`config.mk`:
```
export PLATFORM = sky130hd
export DESIGN_NAME = mem_ctrl
export DESIGN_NICKNAME = d
export VERILOG_FILES = /design/src/rtl/mem_ctrl.sv
export SDC_FILE = /design/constraint.sdc
export NUM_CORES = 1
export LEC_CHECK = 0
export BUFFER_PORTS_ARGS = -buffer_cell sky130_fd_sc_hd__clkbuf_2
export CAP_MARGIN = 20
export CORE_ASPECT_RATIO = 1.2
export CORE_MARGIN = 3
export CORE_UTILIZATION = 32
export DETAILED_ROUTE_END_ITERATION = 8
export GPL_TIMING_DRIVEN = 0
export PLACE_DENSITY_LB_ADDON = 0.15
export REMOVE_ABC_BUFFERS = 1
export SETUP_SLACK_MARGIN = 0.5
export SLEW_MARGIN = 5
export SYNTH_ARGS = -nofsm -noshare
export SYNTH_HDL_FRONTEND = slang
export SYNTH_SLANG_ARGS = --single-unit
```
`constraint.sdc`:
```
create_clock -name clk -period 4.1 [get_ports clk]
set_input_delay 0.205 -clock clk [delete_from_list [all_inputs] [get_ports clk]]
set_output_delay 0.205 -clock clk [all_outputs]
set_load 0.005 [all_outputs]
```
`src/rtl/mem_ctrl.sv`:
```
// Byte-serial memory controller: arbitrates instruction fetch and LSB requests onto an
// 8-bit RAM port, assembling or splitting 1/2/4-byte accesses.
module mem_ctrl #(
  parameter int unsigned ROB_SIZE_WIDTH = 4,
  parameter logic [1:0]  IO_ADDR_HI     = 2'b11
) (
  input  logic                      clk,
  input  logic                      rst,
  input  logic                      rdy,
  input  logic                      ifetch_valid,
  input  logic [31:0]               ifetch_addr,
  output logic                      ifetch_done,
  output logic [31:0]               ifetch_data,
  input  logic                      lsb_valid,
  input  logic                      lsb_we,
  input  logic [2:0]                lsb_op,
  input  logic [31:0]               lsb_addr,
  input  logic [31:0]               lsb_wdata,
  input  logic [ROB_SIZE_WIDTH-1:0] lsb_rob_id,
  output logic                      lsb_done,
  output logic [31:0]               lsb_rdata,
  output logic [ROB_SIZE_WIDTH-1:0] lsb_done_rob_id,
  input  logic                      rob_clear,
  input  logic [7:0]                mem_din,
  output logic [7:0]                mem_dout,
  output logic [31:0]               mem_a,
  output logic                      mem_wr,
  input  logic                      io_buffer_full
);

  typedef enum logic [1:0] {StIdle, StFetch, StLoad, StStore} state_e;

  state_e                    state_q, state_d;
  logic [2:0]                cnt_q, cnt_d;
  logic [31:0]               addr_q, addr_d;
  logic [2:0]                op_q, op_d;
  logic [31:0]               wdata_q, wdata_d;
  logic [31:0]               data_q, data_d;
  logic [ROB_SIZE_WIDTH-1:0] rob_id_q, rob_id_d;
  logic [31:0]               mem_a_q, mem_a_d;
  logic [7:0]                mem_dout_q, mem_dout_d;
  logic                      mem_wr_q, mem_wr_d;
  logic                      ifetch_done_q, ifetch_done_d;
  logic [31:0]               ifetch_data_q, ifetch_data_d;
  logic                      lsb_done_q, lsb_done_d;
  logic [31:0]               lsb_rdata_q, lsb_rdata_d;
  logic [ROB_SIZE_WIDTH-1:0] lsb_done_rob_id_q, lsb_done_rob_id_d;

  logic [2:0]  n_bytes;
  logic [2:0]  cnt_inc;
  logic [31:0] next_addr;
  logic [1:0]  cap_idx;
  logic [31:0] data_asm;
  logic        io_stall;

  function automatic logic [31:0] extend(input logic [2:0] op, input logic [31:0] d);
    case (op)
      3'b000:  return {{24{d[7]}}, d[7:0]};
      3'b001:  return {{16{d[15]}}, d[15:0]};
      3'b100:  return {24'd0, d[7:0]};
      3'b101:  return {16'd0, d[15:0]};
      default: return d;
    endcase
  endfunction

  always_comb begin
    n_bytes   = op_q[1] ? 3'd4 : (op_q[0] ? 3'd2 : 3'd1);
    cnt_inc   = cnt_q + 3'd1;
    next_addr = addr_q + {29'd0, cnt_inc};
    // mem_din at this edge holds the byte whose address was driven two edges ago
    cap_idx   = cnt_q[1:0] - 2'd1;
    data_asm  = data_q;
    data_asm[{cap_idx, 3'b000} +: 8] = mem_din;
    io_stall  = (addr_q[17:16] == IO_ADDR_HI) && io_buffer_full;
  end

  always_comb begin
    state_d           = state_q;
    cnt_d             = cnt_q;
    addr_d            = addr_q;
    op_d              = op_q;
    wdata_d           = wdata_q;
    data_d            = data_q;
    rob_id_d          = rob_id_q;
    mem_a_d           = mem_a_q;
    mem_dout_d        = mem_dout_q;
    mem_wr_d          = mem_wr_q;
    ifetch_done_d     = 1'b0;
    ifetch_data_d     = ifetch_data_q;
    lsb_done_d        = 1'b0;
    lsb_rdata_d       = lsb_rdata_q;
    lsb_done_rob_id_d = lsb_done_rob_id_q;

    unique case (state_q)
      StIdle: begin
        if (!ifetch_done_q && !lsb_done_q && !rob_clear) begin
          if (lsb_valid) begin
            addr_d   = lsb_addr;
            op_d     = lsb_op;
            wdata_d  = lsb_wdata;
            rob_id_d = lsb_rob_id;
            cnt_d    = 3'd0;
            data_d   = '0;
            mem_a_d  = lsb_addr;
            if (lsb_we) begin
              state_d    = StStore;
              mem_dout_d = lsb_wdata[7:0];
              mem_wr_d   = !((lsb_addr[17:16] == IO_ADDR_HI) && io_buffer_full);
            end else begin
              state_d  = StLoad;
              mem_wr_d = 1'b0;
            end
          end else if (ifetch_valid) begin
            state_d  = StFetch;
            addr_d   = ifetch_addr;
            op_d     = 3'b010;
            cnt_d    = 3'd0;
            data_d   = '0;
            mem_a_d  = ifetch_addr;
            mem_wr_d = 1'b0;
          end
        end
      end
      StFetch, StLoad: begin
        if (rob_clear) begin
          state_d  = StIdle;
          mem_wr_d = 1'b0;
          cnt_d    = 3'd0;
        end else begin
          cnt_d = cnt_inc;
          if (cnt_inc < n_bytes) mem_a_d = next_addr;
          if (cnt_q != 3'd0) data_d = data_asm;
          if (cnt_q == n_bytes) begin
            state_d = StIdle;
            cnt_d   = 3'd0;
            if (state_q == StFetch) begin
              ifetch_done_d = 1'b1;
              ifetch_data_d = data_asm;
            end else begin
              lsb_done_d        = 1'b1;
              lsb_rdata_d       = extend(op_q, data_asm);
              lsb_done_rob_id_d = rob_id_q;
            end
          end
        end
      end
      StStore: begin
        // A byte only counts as written if mem_wr was high at this edge
        if (mem_wr_q) begin
          if (cnt_inc == n_bytes) begin
            state_d           = StIdle;
            cnt_d             = 3'd0;
            mem_wr_d          = 1'b0;
            lsb_done_d        = 1'b1;
            lsb_rdata_d       = '0;
            lsb_done_rob_id_d = rob_id_q;
          end else begin
            cnt_d      = cnt_inc;
            mem_a_d    = next_addr;
            mem_dout_d = wdata_q[{cnt_inc[1:0], 3'b000} +: 8];
            mem_wr_d   = !io_stall;
          end
        end else begin
          mem_wr_d = !io_stall;
        end
      end
      default: state_d = StIdle;
    endcase
  end

  always_ff @(posedge clk) begin
    if (rst) begin
      state_q           <= StIdle;
      cnt_q             <= '0;
      addr_q            <= '0;
      op_q              <= '0;
      wdata_q           <= '0;
      data_q            <= '0;
      rob_id_q          <= '0;
      mem_a_q           <= '0;
      mem_dout_q        <= '0;
      mem_wr_q          <= 1'b0;
      ifetch_done_q     <= 1'b0;
      ifetch_data_q     <= '0;
      lsb_done_q        <= 1'b0;
      lsb_rdata_q       <= '0;
      lsb_done_rob_id_q <= '0;
    end else if (rdy) begin
      state_q           <= state_d;
      cnt_q             <= cnt_d;
      addr_q            <= addr_d;
      op_q              <= op_d;
      wdata_q           <= wdata_d;
      data_q            <= data_d;
      rob_id_q          <= rob_id_d;
      mem_a_q           <= mem_a_d;
      mem_dout_q        <= mem_dout_d;
      mem_wr_q          <= mem_wr_d;
      ifetch_done_q     <= ifetch_done_d;
      ifetch_data_q     <= ifetch_data_d;
      lsb_done_q        <= lsb_done_d;
      lsb_rdata_q       <= lsb_rdata_d;
      lsb_done_rob_id_q <= lsb_done_rob_id_d;
    end
  end

  assign ifetch_done     = ifetch_done_q;
  assign ifetch_data     = ifetch_data_q;
  assign lsb_done        = lsb_done_q;
  assign lsb_rdata       = lsb_rdata_q;
  assign lsb_done_rob_id = lsb_done_rob_id_q;
  assign mem_a           = mem_a_q;
  assign mem_dout        = mem_dout_q;
  assign mem_wr          = mem_wr_q;

endmodule
```
==> impl_metrics.tcl <==
set metrics [dict create \
    rsz0062_at_grt "false" \
    io_buffers 229 \
    dpl_cell_area_sq_um 11900 \
    fin_nets 1584 \
    coreArea_sq_um 31700 \
    synthCells 1234 \
    drt_wl_total_mm 31.7 \
    cpMaxStageDelayCell "dfxtp_4" \
    syn_area_per_cell_sq_um 8.45 \
    finalSetupViolCount 0 \
    synth_ff_type "dfxtp_1" \
    ff_latch_area_sq_um 4390 \
    ir_worst_vdd_mv 0.275 \
    grt_pass1_wl_mm 50.0 \
    clock_path_buffers 3 \
    yosys_warnings 0 \
    die_area_sq_um 34800 \
    worstPathRequired_ps 4570 \
    grt_antenna_before_repair 2 \
    status "finished, final reports clean" \
    avgViaCountPerCell 5.09 \
    fill_cells 3237 \
    slew_headroom 0.304 \
    min_period_ps 3340 \
    multi_input_area_sq_um 5630 \
    drt-initial-drc-count 366 \
    fin_skew_ps 14.6 \
    syn_area_sq_um 10400 \
    final_cell_mix "228 x clkbuf_2, 218 x dfxtp_1, 167 x nand2_1" \
    grt.total_usage 0.176 \
    period_share 0.814 \
    ys_types 58 \
    crit_chain "inv_1 > ha_4 > ha_1 > nand4_1 > a21o_1 > nor3_4 > and2_2 > a22o_1" \
    report.power.total_w 0.00529 \
    cpPeakStageDelay_ps 530 \
    hold_violations 0 \
    final_util 0.417 \
    min_path_type "in -> reg" \
    critPathMaxFanout 19 \
    critPathLaunchType "flip-flop" \
    io_pins 230 \
    wl_per_cell_microns 16.9 \
    setup_ws_ps 763 \
    clkSinkCount 219 \
    synth_edf_count 0 \
    via_count 9516 \
    grt_pass1_vias 9115 \
    chipHeight_microns 204 \
    slew_viol_final 0 \
    cts_tree "built" \
    worst_ep_arrival_time_ps 3810 \
    drc 0 \
    antenna_left 0 \
    cts_root_buf "clkbuf_16" \
    drtPass1Iterations 4 \
    final_common_cell "clkbuf_2" \
    rows 71 \
    grt_overflow_total 0 \
    fmax_mhz 300 \
    crit_type "reg -> reg" \
    holdWs_ps 56.9 \
    htreeDepth 1 \
    drive_above_1_share 0.225 \
    clk_pin_slew_ps 60 \
    max_cap_viol_count 0 \
    pre_cts_slack_ps -1050 \
    leakagePower_nw 5.11 \
    initial_core_util 0.329 \
    synthArstFlopShare 0 \
    fin_area_sq_um 13200 \
    syn_to_final_growth_pct 26.8 \
    cts_buffers 26 \
    place_hpwl_mm 21.6 \
    worst_pin_slew_ps 1040 \
    die_w_microns 171 \
    p_per_area_nw_per_um2 400 \
    grt_max_degree 121 \
    cp-end-kind "flip-flop" \
    synth_seq_cells 219 \
    gp_congestion 0.779 \
    clk-insertion-delay-late_ps 530 \
    yosysSeqAreaShare 0.420 \
]
## worst max-delay path: cells and delay by family (launching register included)
family / cells / cell delay (ps)
adder cells (fa/ha/maj): 2 / 770
AO/OA/AOI/OAI: 2 / 650
AND/OR/NAND/NOR: 3 / 1100
flip-flops: 1 / 530
buffers and inverters: 1 / 220
## registers in the layout, indices dropped and copies added, names as in the netlist, 2 cells and up
| register | flops |
|---|---|
| data_q | 32 |
| state_q | 2 |
| ifetch_data | 32 |
| lsb_rdata | 32 |
| mem_a | 32 |
| cnt_q | 3 |
| wdata_q | 32 |
| op_q | 3 |
| lsb_done_rob_id | 4 |
| addr_q | 32 |
| mem_dout | 8 |
| rob_id_q | 4 |
## synthesized netlist by cell type (8+ instances only)
master | instances | area (sq um)
nand2_1 | 167 | 627
o211ai_1 | 11 | 82.6
nor2_1 | 110 | 413
nand3_1 | 40 | 200
mux4_2 | 8 | 180
xnor2_1 | 11 | 96.3
buf_2 | 26 | 130
xor2_1 | 14 | 123
a22o_1 | 8 | 70.1
a21oi_1 | 107 | 536
o21ai_0 | 43 | 215
a211oi_1 | 67 | 503
ha_1 | 14 | 175
a31oi_1 | 25 | 156
nand4_1 | 11 | 68.8
nor2b_1 | 58 | 363
inv_1 | 22 | 82.6
dfxtp_1 | 219 | 4380
mux2i_1 | 62 | 621
o22ai_1 | 22 | 138
mux2_2 | 17 | 191
nor3_1 | 8 | 40.0
or3_1 | 26 | 163
clkbuf_1 | 56 | 210
## final cells by class
cell class,instances,share of cell area
multi-input cells,901,0.425
flip-flops and latches,219,0.332
repair buffers,280,0.132
clock buffers,40,0.0601
well taps,401,0.0379
clock inverters,6,0.00662
inverters,22,0.00624
diodes,1,0.000189
## where the power goes
group          switching [W]  leakage [nW]  internal (W)
Combinational       0.000392          2.90      0.000263
Sequential         0.0000639          1.78       0.00221
Clock               0.000913         0.434       0.00145
## metrics by stage
step	instances	setup TNS, ps
6_report	1870	0
5_1_grt	1870	0
4_1_cts	1868	0
3_5_place_dp	1781	-46060
3_3_place_gp	1772	-186190
2_1_floorplan	1142	-1020
## cell families (layout without fill, tap and decap cells)
family,Yosys count,count (layout),synth area share
XOR/XNOR,25,25,0.0210
other,0,1,0
adder cells (fa/ha/maj),15,15,0.0187
AND/OR/NAND/NOR,464,464,0.213
AO/OA/AOI/OAI,310,310,0.185
buffers and inverters,114,348,0.0467
flip-flops,219,219,0.420
multiplexers,87,87,0.0951
## timing repair
| action | in CTS | in global routing |
|---|---|---|
| hold buffers | 39 | 0 |
| setup buffers | 2 | 0 |
| cloned | 0 | 0 |
| endpoints found under the setup margin | 122 | 12 |
| pin swaps | 2 | 0 |
| endpoints found under the hold margin | 41 | 0 |
| resized for setup | 8 | 2 |
## worst paths after layout
kind | slack (ps) | end | from | depth (start not counted)
worst max-delay path | 760 | lsb_rdata[14]$_SDFFE_PP0P_ | cnt_q[0]$_SDFFE_PP0P_ | 8
worst max register to register | 760 | lsb_rdata[14]$_SDFFE_PP0P_ | cnt_q[0]$_SDFFE_PP0P_ | 8
worst min-delay path | 60 | addr_q[4]$_SDFFE_PP0P_ | ifetch_addr[4] | 3
worst min register to register | 450 | data_q[13]$_SDFFE_PP0P_ | data_q[13]$_SDFFE_PP0P_ | 2
## metal layers
layer	track usage	wire (microns)	up-vias
met5	0	13	-
met4	0.0490	716	2
li1	-	-	4832
met1	0.230	14100	4424
met3	0.0337	1770	41
met2	0.297	15100	217
(Power assumes the default switching activity.)
